### src/rtl/de_ustb_pkg.sv
// Shared constants and helpers for the de_ustb input conditioner and its siblings.
package de_ustb_pkg;

  localparam int unsigned SYNC_STAGES_DEF     = 2;
  localparam int unsigned DEBOUNCE_CYCLES_DEF = 16;

  // Ceiling log2; clog2(1) == 0.
  function automatic int unsigned clog2(input int unsigned value);
    int unsigned res;
    int unsigned v;
    res = 0;
    v   = (value > 0) ? value - 1 : 0;
    while (v > 0) begin
      res++;
      v = v >> 1;
    end
    return res;
  endfunction

endpackage

### src/rtl/de_ustb_sync.sv
// N-stage flip-flop synchroniser for a single asynchronous bit, async active-high reset.
module de_ustb_sync #(
  parameter int unsigned Stages = 2
) (
  input  logic clk_i,
  input  logic rst_i,
  input  logic d_i,
  output logic q_o
);

  logic [Stages-1:0] sync_q;

  always_ff @(posedge clk_i or posedge rst_i) begin
    if (rst_i) begin
      sync_q <= '0;
    end else begin
      sync_q <= {sync_q[Stages-2:0], d_i};
    end
  end

  assign q_o = sync_q[Stages-1];

endmodule

### src/rtl/de_ustb.sv
// Synchronise, debounce and edge-detect a bouncy async level; emits a one-cycle strobe
// each time a debounced 0->1 transition is accepted.
module de_ustb
  import de_ustb_pkg::*;
#(
  parameter int unsigned SYNC_STAGES     = SYNC_STAGES_DEF,
  parameter int unsigned DEBOUNCE_CYCLES = DEBOUNCE_CYCLES_DEF
) (
  input  logic clk,
  input  logic rst,
  input  logic in,
  output logic out
);

  localparam int unsigned      CNT_W  = clog2(DEBOUNCE_CYCLES + 1);
  localparam logic [CNT_W-1:0] CntMax = CNT_W'(DEBOUNCE_CYCLES - 1);

  logic             synced;
  logic             stable_q, stable_d;
  logic [CNT_W-1:0] cnt_q, cnt_d;
  logic             out_q, out_d;

  de_ustb_sync #(
    .Stages(SYNC_STAGES)
  ) u_sync (
    .clk_i(clk),
    .rst_i(rst),
    .d_i  (in),
    .q_o  (synced)
  );

  // Any return to the stable level restarts the count, so short glitches are dropped.
  always_comb begin
    stable_d = stable_q;
    cnt_d    = '0;
    out_d    = 1'b0;
    if (synced != stable_q) begin
      if (cnt_q == CntMax) begin
        stable_d = synced;
        out_d    = synced;
      end else begin
        cnt_d = cnt_q + CNT_W'(1);
      end
    end
  end

  always_ff @(posedge clk or posedge rst) begin
    if (rst) begin
      stable_q <= 1'b0;
      cnt_q    <= '0;
      out_q    <= 1'b0;
    end else begin
      stable_q <= stable_d;
      cnt_q    <= cnt_d;
      out_q    <= out_d;
    end
  end

  assign out = out_q;

endmodule

### config.mk
export PLATFORM = sky130hd
export DESIGN_NAME = de_ustb
export DESIGN_NICKNAME = d
export VERILOG_FILES = /design/src/rtl/de_ustb_pkg.sv /design/src/rtl/de_ustb_sync.sv /design/src/rtl/de_ustb.sv
export SDC_FILE = /design/constraint.sdc
export NUM_CORES = 1
export LEC_CHECK = 0
export ABC_AREA = 1
export CAP_MARGIN = 20
export CORE_AREA = 2 2 39 41
export DETAILED_ROUTE_END_ITERATION = 10
export DIE_AREA = 0 0 41 43
export PLACE_DENSITY_LB_ADDON = 0.2
export SYNTH_ARGS = -nofsm -noshare
export SYNTH_HDL_FRONTEND = slang
export SYNTH_SLANG_ARGS = --single-unit
### constraint.sdc
create_clock -name clk -period 1.33 [get_ports clk]
set_input_delay 0.1995 -clock clk [delete_from_list [all_inputs] [get_ports clk]]
set_output_delay 0.1995 -clock clk [all_outputs]
set_load 0.1 [all_outputs]
# Word-level counts from Yosys, hierarchy flattened
# Cells that the tools add are included.
# totals
register_bits,9
latchBits,0
ramBits,0
rom_bits,0
input_bits,3
output_inout_bits,1
elab_cells,12
n_memories,0
# classes
n_addsub,1
multipliers,0
div,0
n_lt_le_gt_ge,0
eq_ne,2
n_shift,0
mux,4
bitwise_logic,0
reduce_logical,1
# op_table
op,n
5-bit 2-to-1 mux,2
5-bit by 1-bit adder with 5-bit output (second input constant),1
5-bit by 4-bit equality test with 1-bit output (second input constant),1
1-bit 2-to-1 mux,2
2-bit AND reduction,1
1-bit inequality test,1

# Depth between registers and ports, before layout
# Gate-level depths: netlist (run 1).
# logic_depth
ltp_word,3
depth_mapped,5
mapped_depth_nobuf,5

# Cells and area by module
# Synthesis (run 1) repeated with hierarchy kept, for this count alone.
# hier_totals
cells_unflattened,40
area_unflattened_um2,362.8
# modules_own_cells
mod,instances,cells_per_inst,area_per_inst_um2,seq_area_each_um2
de_ustb,1,37,309.0,175.2
de_ustb_sync,1,3,53.8,50.0

# Least setup slack after synthesis (run 1)
# No wires, ideal clock.
# synth_path
path_type,register to output
startpoint,"register out_q, in the netlist out"
endpoint,output port out
arrival_time_ns,0.883
t_required_ns,1.131
setup_slack_ns,0.247
stages_incl_launch_ff,1
path_buffers,0
cell_sequence,dfrtp_1
# synth_lines
item,line,source
from (decl),de_ustb.sv:21,"logic out_q, out_d;"
from (signal assigned),de_ustb.sv:55,out_q <= out_d;
to (decl),de_ustb.sv:12,output logic out
# No word-level cell between the ends.

# Worst setup path in the final report (run 1)
# layout_path
startpoint,register cnt_q[0]
endpoint,register cnt_q[1]
# layout_between
elab_chain_cells,3
word_cells_on_any_way,4
cone_classes,add/sub (1); eq/ne (1); mux (2)
# layout_rtl
item,line,source
from (decl),de_ustb.sv:20,"logic [CNT_W-1:0] cnt_q, cnt_d;"
from (signal assigned),de_ustb.sv:54,cnt_q <= cnt_d;
5-bit by 1-bit adder with 5-bit output / 5-bit by 4-bit equality test with 1-bit output (equally long branches),"de_ustb.sv:42, de_ustb.sv:38",
5-bit 2-to-1 mux *,de_ustb.sv:38,if (cnt_q == CntMax) begin
5-bit 2-to-1 mux *,de_ustb.sv:37,if (synced != stable_q) begin
via cnt_d[1],de_ustb.sv:20,
# Mark *: on every way through the listed nets, which the timed path passes. The rest lies on a longest branch.
# A chain may end at the register's enable or synchronous reset.

==> impl_metrics.toml, run 1 <==
[global_routing]
grt_overflow = 0
antenna_found_initial = 0
grt_pass1_wl_um = 1040
grt_max_degree = 10
groute.usage.overall_pct = 9.75
grt_pass1_vias = 270

[clock_tree]
cts_num_sinks = 9
cts_hold_buf = 0
cts_tree = "yes"
htree_levels = 1
numCtsBuffers = 3
postCtsSetupBuffers = 0
root_buffer = "clkbuf_4"
cts.clk_slew.worst_paths_ns = 0.06
post_cts_resized = 0
clk_latency_ns = 0.26
cts_buffer_depth = 2

[layout]
design_area_sq_um = 445
diodes = 0
fin_util_pct = 32.2
multi_input_area_sq_um = 108
syn2layout_area_growth_pct = 24.0
ff_latch_area_sq_um = 225
fillerInstances = 153
mostFrequentLayoutCells = "nand2_1 (10), dfrtp_1 (9), nor2_1 (7), inv_1 (7), clkbuf_4 (3)"
drive_gt1_share_pct = 8.70
final_common_cell = "nand2_1"
final_nets = 51

[sta]
setup_viol_count_final = 0
finClkSkew_ns = 0.00211
finalHoldViolCount = 0
fin_crit_sh_pct = 81.6
period_minus_slack_ns = 1.09
clock.fmax_mhz = 921
max_slew.worst_pin.slew_ns = 0.337
max_slew_margin_pct = 77.5
rsz0062_at_grt = "false"
final_max_slew_viol_count = 0
fin_tns_setup_ns = 0

[floorplanning]
ios = 4
fp.dieW_um = 41
start_util_pct = 25.9
rows = 14
die_area_sq_um = 1760
die_h_um = 43
coreArea_sq_um = 1380

[pwr]
p_per_area_nw_per_um2 = 1210
ir_worst_vdd_v = 0.000368
p_seq_share_pct = 54.2
clkPwrFrac_pct = 40.1
power_w = 0.000541
combPwrFrac_pct = 5.7
p_sw_share_pct = 23.4
p_leak_nw = 0.225
p_sw_w = 0.000126
internal_power_w = 0.000414

[synth]
yosys_register_bits = 9
synthCells = 39
seq_area_frac_synth_pct = 62.7
syn_nets = 43
ys_types = 8
netlist_area_sq_um = 359
ys.warnings.count = 0
synth_area_per_cell_sq_um = 9.21

[critical_path]
arrival_ns = 1.28
reg2reg_depth = 4
r2r_setup_slack_ns = 0.24
reg2reg_from = "cnt_q[0]$_DFF_PP0_"
worst-path-max-fanout = 4
cp-start-kind = "flip-flop"
path_class = "flip-flop to flip-flop"
cp-end-kind = "flip-flop"
cp.required_ns = 1.52
reg2reg_to = "cnt_q[1]$_DFF_PP0_"

[detailed_routing]
drc = 0
wire_per_inst_um = 8.95
drt_pre_antenna_iters = 2
vias = 252
drt_iter0_drc = 3
ant_nets = 0
routed_via_density = 4.06
wl_um = 555

[run_status]
status = "finished clean"

[placement]
numPortBuffers = 3
dpl_cell_area_sq_um = 419
dp_hpwl_um = 409
gp_congestion = 0.742

[worst_hold_path]
hold_class = "input port to async pin"

[job]
timing.max_cap.violations = 0
-- state kept, by name, indices dropped and copies added, names as in the netlist --
name and count:
cnt_q 5, u_sync.sync_q 2, stable_q 1, out 1
-- kinds of logic (layout without fill, tap and decap cells) --
logic type	after synthesis	in the layout	share of synthesized area [%]
XOR/XNOR	1	1	2.44
adder cells (fa/ha/maj)	1	1	3.48
buffers and inverters	7	14	7.32
flip-flops	9	9	62.7
AND/OR/NAND/NOR	21	21	24.0
-- worst max path at each step --
stage,start,to,slack (ns),cells after the start
after floorplan,out$_DFF_PP0_,out,0.25,0
after global placement,cnt_q[0]$_DFF_PP0_,cnt_q[0]$_DFF_PP0_,0.28,4
after detailed placement,cnt_q[0]$_DFF_PP0_,cnt_q[0]$_DFF_PP0_,0.27,4
after CTS,cnt_q[0]$_DFF_PP0_,cnt_q[1]$_DFF_PP0_,0.22,4
after global routing,cnt_q[0]$_DFF_PP0_,cnt_q[1]$_DFF_PP0_,0.16,4
final,cnt_q[0]$_DFF_PP0_,cnt_q[1]$_DFF_PP0_,0.24,4
-- worst max-delay path, cell delays in order, from the launching register on --
cell	delay [ns]
dfrtp_1	0.40
ha_1	0.24
nand4_1	0.14
nand2_1	0.11
nor2_1	0.12
-- through the flow --
stage / hold slack, ns / worst slack, ns / cells
floorplan: 0.0274 / 0.247 / 39
global placement: 0.332 / 0.284 / 58
detailed placement: 0.340 / 0.266 / 58
CTS: 0.199 / 0.216 / 62
global route: 0.237 / 0.163 / 62
finish: 0.186 / 0.245 / 62
-- final cells by class --
cell class | count | area share [%]
Sequential cell | 9 | 50.6
Multi-Input combinational cell | 23 | 24.2
Timing Repair Buffer | 3 | 8.99
Clock buffer | 4 | 5.90
Inverter | 7 | 5.90
Tap cell | 16 | 4.49
-- per-layer routing --
metal | global-route usage, % | share of wire, % | up-vias | wire, um
met5 | 0 | 0 | - | 0
met3 | 4.71 | 5.4 | 2 | 30
met2 | 13.8 | 52 | 6 | 290
li1 | - | - | 132 | -
met4 | 10.0 | 2.5 | 0 | 14
met1 | 9.33 | 40 | 112 | 220
-- synthesized netlist by cell type, drive strengths merged --
cell | n | area [sq um]
nand2 | 10 | 37.5
dfrtp | 9 | 225
inv | 7 | 26.3
nor2 | 7 | 26.3
nand3 | 2 | 10.0
nand4 | 2 | 12.5
ha | 1 | 12.5
xnor2 | 1 | 8.76
-- power by group through the flow --
stage                     Combinational (W)  Clock, W  Sequential [W]
after floorplan                   0.0000208         0        0.000296
after global placement            0.0000320         0        0.000298
after detailed placement          0.0000319         0        0.000298
after CTS                         0.0000327  0.000227        0.000293
after global routing              0.0000374  0.000239        0.000294
final                             0.0000307  0.000217        0.000293
Note: power is estimated with default switching activity, not from simulation.
==> run 2: changes to the inputs <==
Clock period 1.33 ns to 1.08 ns, I/O delays scaled along.
==> impl_metrics.toml, run 2 (synthesized netlist as in run 1, its figures left out) <==
[critical_path]
path_class = "flip-flop to output pin"
reg2reg_to = "cnt_q[1]$_DFF_PP0_"
slowest_delay_ns = 0.39
critical_path_cell_count = 1
cpMaxStageDelayCell = "dfrtp_1"
arrival_ns = 0.82
worst-path-max-fanout = 1
cp_top_family = "flip-flops"
cp-end-kind = "output pin"
reg2reg_depth = 4
r2r_setup_slack_ns = 0.1
cp-start-kind = "flip-flop"
startpoint = "out$_DFF_PP0_"
path_buf_inv = 1
crit_path_cell_trace = "buf_12"
cp.required_ns = 0.92
endpoint = "out"
reg2reg_from = "cnt_q[1]$_DFF_PP0_"

[layout]
multi_input_area_sq_um = 123
fin_util_pct = 33.8
mostFrequentLayoutCells = "nand2_1 (9), dfrtp_1 (9), nor2_1 (7), inv_1 (7), clkbuf_4 (3)"
drive_gt1_share_pct = 14.9
final_nets = 52
diodes = 0
syn2layout_area_growth_pct = 30.3
largest_reg_flops = 5
fillerInstances = 135
fin_cells = 63
largest-register = "cnt_q"
top_regs = "cnt_q x5, u_sync.sync_q x2"
ff_latch_area_sq_um = 225

[detailed_routing]
drc = 0
drt_iter0_drc = 2
ant_nets = 0
routed_via_density = 4.14
vias = 261
drt_pre_antenna_iters = 2
wl_um = 548
wire_per_inst_um = 8.70

[global_routing]
grt_max_degree = 10
antenna_found_initial = 0
grt_pass1_wl_um = 1080
grt_pass1_vias = 282
grt_overflow = 0
groute.usage.overall_pct = 9.57

[pwr]
p_per_area_nw_per_um2 = 1420
ir_worst_vdd_v = 0.000647
power_w = 0.000663
p_leak_nw = 0.229

[clock_tree]
cts.clk_slew.worst_paths_ns = 0.06
post_cts_resized = 0
root_buffer = "clkbuf_4"
cts_tree = "yes"
numCtsBuffers = 3
clk_latency_ns = 0.25
cts_hold_buf = 0
htree_levels = 1
cts_buffer_depth = 2
cts_num_sinks = 9
postCtsSetupBuffers = 0

[floorplanning]
start_util_pct = 25.9
ios = 4
rows = 14
die_h_um = 43
die_area_sq_um = 1760
coreArea_sq_um = 1380
fp.dieW_um = 41

[run_status]
status = "finished clean"

[sta]
clock.fmax_mhz = 1020
max_slew.worst_pin.slew_ns = 0.326
max_slew_margin_pct = 78.3
final_max_slew_viol_count = 0
setup_viol_count_final = 0
finClkSkew_ns = 0.00233
period_minus_slack_ns = 0.982
rsz0062_at_grt = "false"
finalHoldViolCount = 0
fin_crit_sh_pct = 90.9
holdWs_ns = 0.153
fin_tns_setup_ns = 0

[placement]
post-place-cells = 59
gp_congestion = 0.734
numPortBuffers = 3
dp_hpwl_um = 438

[worst_hold_path]
hold_class = "input port to async pin"

[job]
timing.max_cap.violations = 0
run 2: changes by cell type in the layout (fill, tap and decap cells not counted), sizes merged:
| cell | delta |
|---|---|
| buf | +1 |
run 2: routing by layer:
| metal | global-route usage (%) | wire length, um | vias to the layer above |
|---|---|---|---|
| met5 | 0 | 0 | - |
| met4 | 8.00 | 15 | 0 |
| met3 | 3.14 | 19 | 2 |
| met2 | 12.5 | 265 | 6 |
| met1 | 12.1 | 247 | 119 |
| li1 | - | - | 134 |
run 2: area by class of cell:
| cell class | instances | share of cell area, % |
|---|---|---|
| Sequential cell | 9 | 48.1 |
| Inverter | 7 | 5.61 |
| Clock buffer | 4 | 5.61 |
| Timing Repair Buffer | 4 | 10.2 |
| Tap cell | 16 | 4.28 |
| Multi-Input combinational cell | 23 | 26.2 |
run 2: worst min-delay path by stage:
stage                                    start  cells after the start                         end  slack [ns]
finish                                     rst                      2          cnt_q[4]$_DFF_PP0_        0.15
global route                               rst                      2          cnt_q[4]$_DFF_PP0_        0.19
detailed placement  u_sync.sync_q[0]$_DFF_PP0_                      0  u_sync.sync_q[1]$_DFF_PP0_        0.34
CTS                                        rst                      2          cnt_q[4]$_DFF_PP0_        0.16
floorplan                                  rst                      1          cnt_q[0]$_DFF_PP0_       -0.01
global placement    u_sync.sync_q[0]$_DFF_PP0_                      0  u_sync.sync_q[1]$_DFF_PP0_        0.34
run 2: power by group:
group | switching (W) | internal [W]
registers | 0.0000126 | 0.000350
clock network | 0.000112 | 0.000142
logic | 0.0000227 | 0.0000235
run 2: through the flow:
| stage | instance area (sq um) | setup slack (ns) |
|---|---|---|
| after global routing | 468 | 0.0311 |
| after CTS | 453 | 0.0141 |
| after detailed placement | 427 | 0.0302 |
| after floorplan | 359 | 0.0347 |
| final | 468 | 0.0985 |
| after global placement | 427 | 0.0190 |
